$ cat config.mk
export PLATFORM = sky130hd
export DESIGN_NAME = axi_byte_arbiter
export DESIGN_NICKNAME = d
export VERILOG_FILES = /design/src/rtl/axi_byte_arbiter.sv
export SDC_FILE = /design/constraint.sdc
export NUM_CORES = 1
export LEC_CHECK = 0
export ABC_AREA = 0
export CORE_MARGIN = 2
export CORE_UTILIZATION = 41
export DETAILED_ROUTE_END_ITERATION = 16
export PLACE_DENSITY = 0.85
export SLEW_MARGIN = 20
export SYNTH_ARGS = -nofsm -noshare
export SYNTH_HDL_FRONTEND = slang
export SYNTH_SLANG_ARGS = --single-unit
$ cat constraint.sdc
create_clock -name aclk -period 4.54 [get_ports aclk]
set_input_delay 0.681 -clock aclk [delete_from_list [all_inputs] [get_ports aclk]]
set_output_delay 0.681 -clock aclk [all_outputs]
set_load 0.01 [all_outputs]
$ cat src/rtl/axi_byte_arbiter.sv
// Round-robin arbiter sharing one axi_byte_io engine between NUM_REQ requesters,
// with a watchdog that releases the requester if the engine never completes.
module axi_byte_arbiter #(
   parameter int NUM_REQ = 4,
   parameter int TIMEOUT = 1024
) (
   input  logic                  aclk,
   input  logic                  areset,
   input  logic [NUM_REQ-1:0]    req_valid,
   input  logic [NUM_REQ-1:0]    req_write,
   input  logic [32*NUM_REQ-1:0] req_addr,
   input  logic [8*NUM_REQ-1:0]  req_wdata,
   output logic [NUM_REQ-1:0]    req_ready,
   output logic [NUM_REQ-1:0]    resp_done,
   output logic [7:0]            resp_rdata,
   output logic                  resp_timeout,
   input  logic                  io_busy,
   output logic                  io_start,
   output logic [31:0]           io_addr,
   output logic                  io_write,
   output logic [7:0]            io_wdata,
   input  logic                  io_done,
   input  logic [7:0]            io_rdata
);

   localparam int IDX_W = $clog2(NUM_REQ);
   localparam int SUM_W = IDX_W + 1;
   localparam int WD_W  = (TIMEOUT > 1) ? $clog2(TIMEOUT) : 1;
   localparam logic [WD_W-1:0]  WD_LAST   = (TIMEOUT > 0) ? WD_W'(TIMEOUT - 1) : '0;
   localparam logic [IDX_W-1:0] LAST_INIT = IDX_W'(NUM_REQ - 1);

   typedef enum logic [1:0] {IDLE, WAIT, DRAIN} state_t;

   state_t           state, state_next;
   logic [IDX_W-1:0] last, owner, winner, cand;
   logic [SUM_W-1:0] sum;
   logic [WD_W-1:0]  wdog;
   logic             found, grant, wdog_expired;
   logic [31:0]      sel_addr;
   logic [7:0]       sel_wdata;
   logic             sel_write;

   // Search starts just after the previous owner, so the last winner ranks lowest.
   always_comb begin
      winner    = last;
      found     = 1'b0;
      sum       = '0;
      cand      = '0;
      sel_addr  = '0;
      sel_wdata = '0;
      sel_write = 1'b0;
      for (int k = 1; k <= NUM_REQ; k++) begin
         sum = {1'b0, last} + SUM_W'(k);
         if (sum >= SUM_W'(NUM_REQ)) sum = sum - SUM_W'(NUM_REQ);
         cand = sum[IDX_W-1:0];
         if (!found && req_valid[cand]) begin
            found  = 1'b1;
            winner = cand;
         end
      end
      for (int i = 0; i < NUM_REQ; i++) begin
         if (winner == IDX_W'(i)) begin
            sel_addr  = req_addr[32*i +: 32];
            sel_wdata = req_wdata[8*i +: 8];
            sel_write = req_write[i];
         end
      end
   end

   assign grant        = (state == IDLE) && found && !io_busy;
   assign wdog_expired = (TIMEOUT != 0) && (wdog == WD_LAST);

   // io_done takes precedence over the watchdog when both land on the same cycle.
   always_comb begin
      state_next = state;
      case (state)
         IDLE:  if (grant) state_next = WAIT;
         WAIT: begin
            if (io_done)           state_next = IDLE;
            else if (wdog_expired) state_next = DRAIN;
         end
         DRAIN: if (io_done) state_next = IDLE;
         default: state_next = IDLE;
      endcase
   end

   always_ff @(posedge aclk or posedge areset) begin
      if (areset) begin
         state        <= IDLE;
         req_ready    <= '0;
         resp_done    <= '0;
         resp_rdata   <= '0;
         resp_timeout <= 1'b0;
         io_start     <= 1'b0;
         io_addr      <= '0;
         io_write     <= 1'b0;
         io_wdata     <= '0;
         last         <= LAST_INIT;
         owner        <= '0;
         wdog         <= '0;
      end else begin
         state     <= state_next;
         req_ready <= '0;
         resp_done <= '0;
         io_start  <= 1'b0;
         case (state)
            IDLE: begin
               if (grant) begin
                  io_addr   <= sel_addr;
                  io_write  <= sel_write;
                  io_wdata  <= sel_wdata;
                  req_ready <= NUM_REQ'(1) << winner;
                  io_start  <= 1'b1;
                  owner     <= winner;
                  wdog      <= '0;
               end
            end
            WAIT: begin
               wdog <= wdog + 1'b1;
               if (io_done) begin
                  resp_done    <= NUM_REQ'(1) << owner;
                  resp_rdata   <= io_rdata;
                  resp_timeout <= 1'b0;
                  last         <= owner;
               end else if (wdog_expired) begin
                  resp_done    <= NUM_REQ'(1) << owner;
                  resp_timeout <= 1'b1;
                  last         <= owner;
               end
            end
            default: ;
         endcase
      end
   end

endmodule

==> flow_summary.json <==
{
  "clockBufferDepth": 2,
  "max_cap_viol_count": 0,
  "crit_path_max_incr_delay_ns": 0.58,
  "swShare_pct": 36.46,
  "cts_tree": "done",
  "synth_area_leader_cell": "dfrtp_1",
  "grt_start_max_net_pins": 52,
  "antenna_found_initial": 0,
  "synth-seq-cells": 75,
  "die-width_um": 106.4,
  "cp.arrival_ns": 3.22,
  "cts.sink_count": 75,
  "min_period_ns": 2.959,
  "drtIter0Drc": 204,
  "crit_required_ns": 4.81,
  "path_class": "input pin to flip-flop",
  "drc": 0,
  "yosys_warnings": 0,
  "dieArea_sq_mm": 0.01132,
  "hold_class": "flip-flop to flip-flop",
  "finalNonFillerCells": 766,
  "grt-ovfl-total": 0,
  "fmax_mhz": 338.0,
  "grt_pass1_wl_um": 21980,
  "yosys-top-cells-area": "dfrtp_1 42%, a221oi_2 12%, mux2i_1 8.1%",
  "viasPerCell": 5.538,
  "max_slew_margin_pct": 37.05,
  "p_seq_share_pct": 30.9,
  "p_int_mw": 2.234,
  "grt_pass1_vias": 4485,
  "rr_worst_depth": 6,
  "net-switching-power_mw": 1.282,
  "end_kind": "flip-flop",
  "p_leak_nw": 2.804,
  "min_to": "resp_timeout",
  "r2r_slack_ns": 1.96,
  "r2r-start": "state[0]",
  "diodes": 0,
  "ant_nets": 0,
  "final-setup-viol-count": 0,
  "drive_gt1_share_pct": 12.86,
  "wl_per_cell_um": 18.29,
  "yosysSeqAreaShare_pct": 43.70,
  "synth_ff_type": "dfrtp_1",
  "place_ws_ns": 1.259,
  "synthCells": 402,
  "synth_nets": 583,
  "gr-usage-all-layers_pct": 24.83,
  "period_share_pct": 65.18,
  "dp.cells": 751,
  "path_clk_slew_ns": 0.07,
  "dp_hpwl_um": 10650,
  "crit_path_top_delay_cell": "clkdlybuf4s50_1",
  "io_buffers": 238,
  "start_util_pct": 42.03,
  "setup_tns_ns": 0,
  "num_rows": 37,
  "worst-path-max-fanout": 36,
  "clockPowerShare_pct": 17.7,
  "drv_slew": 0,
  "fin_ws_ns": 1.581,
  "syn_area_per_cell_sq_um": 10.70,
  "insertion_delay_ns": 0.35,
  "rsz0062_at_grt": "false",
  "fp.dieH_um": 106.4,
  "tightest_slew_ns": 0.9373,
  "io_pins": 239,
  "max-vdd-ir-drop_mv": 0.2313,
  "worstPathCellList": "clkdlybuf4s50_1 > o41ai_4 > buf_4 > clkinv_2 > nor2_1 > o21ai_0 > o21ai_0",
  "combPwrFrac_pct": 51.4,
  "wl_um": 14010,
  "cts_buffers": 9,
  "cp-start-kind": "input pin",
  "htree_levels": 3,
  "hold_viol_final": 0,
  "clock_skew_ns": 0.007206,
  "num-nets-final": 807,
  "crit_path_frequent_cell": "o21ai_0",
  "first_pass_iters": 4,
  "hold_start": "resp_timeout",
  "holdWs_ns": 0.4988,
  "cts_setup_buffers": 0,
  "startpoint": "req_valid[3]",
  "p_total_mw": 3.516,
  "synthToLayoutAreaGrowth_pct": 62.26,
  "ctsHoldBuffers": 0,
  "synth_area_sq_mm": 0.004300,
  "core_sq_mm": 0.01023,
  "ctsResizeCount": 0,
  "status": "finished, final reports clean",
  "async_flop_share_pct": 100.0,
  "path_buf_inv": 3,
  "synth_edf_count": 0,
  "netlist.area_leader.share_pct": 42.48,
  "gp_congestion": 0.8619,
  "min_path_cells": 1,
  "synth_cell_type_count": 52,
  "via_count": 4242,
  "power_density_mw_per_mm2": 503.9,
  "clockRootBuffer": "clkbuf_8",
  "timing.rr.end": "io_addr[12]",
  "critPathTopFamily": "buffers and inverters"
}
-- cell usage in the layout, fill, tap and decap left out, types with 2 or more instances in the layout --
master	synthesis	final
nor3_1	11	11
o22ai_1	35	35
clkbuf_8	0	10
bufinv_16	0	3
inv_1	4	3
buf_12	0	2
and3b_1	2	2
buf_4	6	5
o21ai_1	2	2
dfstp_2	2	2
nand2_1	20	20
o31ai_1	2	2
o31ai_2	4	4
nor3b_1	2	2
and3_1	5	5
o21a_1	2	2
or3_1	2	2
nor2_1	53	53
dfrtp_1	73	73
a31oi_1	2	2
a221oi_2	35	35
a22oi_1	5	5
mux2i_1	35	35
mux2_2	9	9
a2bb2oi_1	5	5
o21ai_0	18	18
nand2b_1	5	5
clkdlybuf4s50_1	0	238
a21oi_1	10	10
nand3_1	4	4
-- power groups by stage --
stage | Sequential (mW) | Clock [mW] | Combinational [mW]
detailed placement | 1.09 | 0 | 1.82
global route | 1.12 | 0.664 | 1.95
global placement | 1.08 | 0 | 1.77
CTS | 1.09 | 0.641 | 1.83
finish | 1.09 | 0.623 | 1.81
floorplan | 1.15 | 0 | 0.969
-- synthesized netlist by cell type, types with 2 or more instances --
cell / count
mux2_2: 9
buf_2: 17
dfrtp_1: 73
o31ai_1: 2
buf_6: 4
a22oi_1: 5
o31ai_2: 4
a2bb2oi_1: 5
nor2_1: 53
o21a_1: 2
nand2_1: 20
nor3_1: 11
a21oi_1: 10
o21ai_0: 18
and3_1: 5
dfstp_2: 2
o21ai_1: 2
a221oi_2: 35
buf_4: 6
o22ai_1: 35
or3_1: 2
nand2b_1: 5
and3b_1: 2
clkbuf_1: 5
nand3_1: 4
nor3b_1: 2
inv_1: 4
mux2i_1: 35
a31oi_1: 2
-- worst reg2reg max path: cells and delay by family (launching register included) --
kind | cells | cell delay, ns
buffers and inverters | 2 | 0.67
AOI/OAI and AO/OA | 2 | 0.25
and+or+nand+nor | 2 | 1.11
DFF | 1 | 0.42
-- stage by stage --
step                      util (%)  area (sq um)
after floorplan                  -          4300
after global placement       65.86          6738
after detailed placement     65.86          6738
after CTS                    68.20          6978
after global routing         68.20          6978
final                        68.20          6978
-- sequential cells by signal (all words and copies together), names as in the netlist --
name          flops
resp_rdata        8
io_start          1
resp_timeout      1
wdog             10
io_addr          32
req_ready         4
resp_done         4
io_wdata          8
owner             2
io_write          1
state             2
last              2
-- cells by family after synthesis --
| logic type | after synthesis | share of synthesized area (%) |
|---|---|---|
| flops | 75 | 43.70 |
| buf+inv | 37 | 4.946 |
| fa+ha+maj | 1 | 0.2909 |
| simple gates | 116 | 13.47 |
| compound gates | 128 | 26.88 |
| xor+xnor | 1 | 0.2037 |
| mux | 44 | 10.50 |
-- worst max-delay path by stage --
| stage | to | slack (ns) | depth (start not counted) |
|---|---|---|---|
| final | wdog[7] | 1.58 | 7 |
| after global routing | wdog[8] | 1.36 | 7 |
| after CTS | wdog[8] | 1.61 | 7 |
| after detailed placement | wdog[8] | 1.26 | 7 |
| after global placement | wdog[8] | 1.34 | 7 |
| after floorplan | io_addr[0] | 1.95 | 1 |
-- cell type report --
cell class                      instances  area (sq um)
Timing Repair Buffer                  245          2460
Clock inverter                          4         98.84
Tap cell                              136         170.2
Clock buffer                           11         141.4
Sequential cell                        75          1879
Inverter                                5         20.02
Fill cell                             796          3253
Multi-Input combinational cell        290          2208
-- layer usage --
| layer | vias up | GRT usage [%] | part of all wire (%) | wire (um) |
|---|---|---|---|---|
| met5 | - | 0 | 0 | 0 |
| met4 | 0 | 12.80 | 3.4 | 476 |
| met3 | 33 | 5.825 | 6.2 | 871 |
| met2 | 173 | 44.41 | 52 | 7329 |
| met1 | 2044 | 27.35 | 38 | 5335 |
| li1 | 1992 | - | - | - |
No activity file was read; power rests on OpenSTA's default activity.
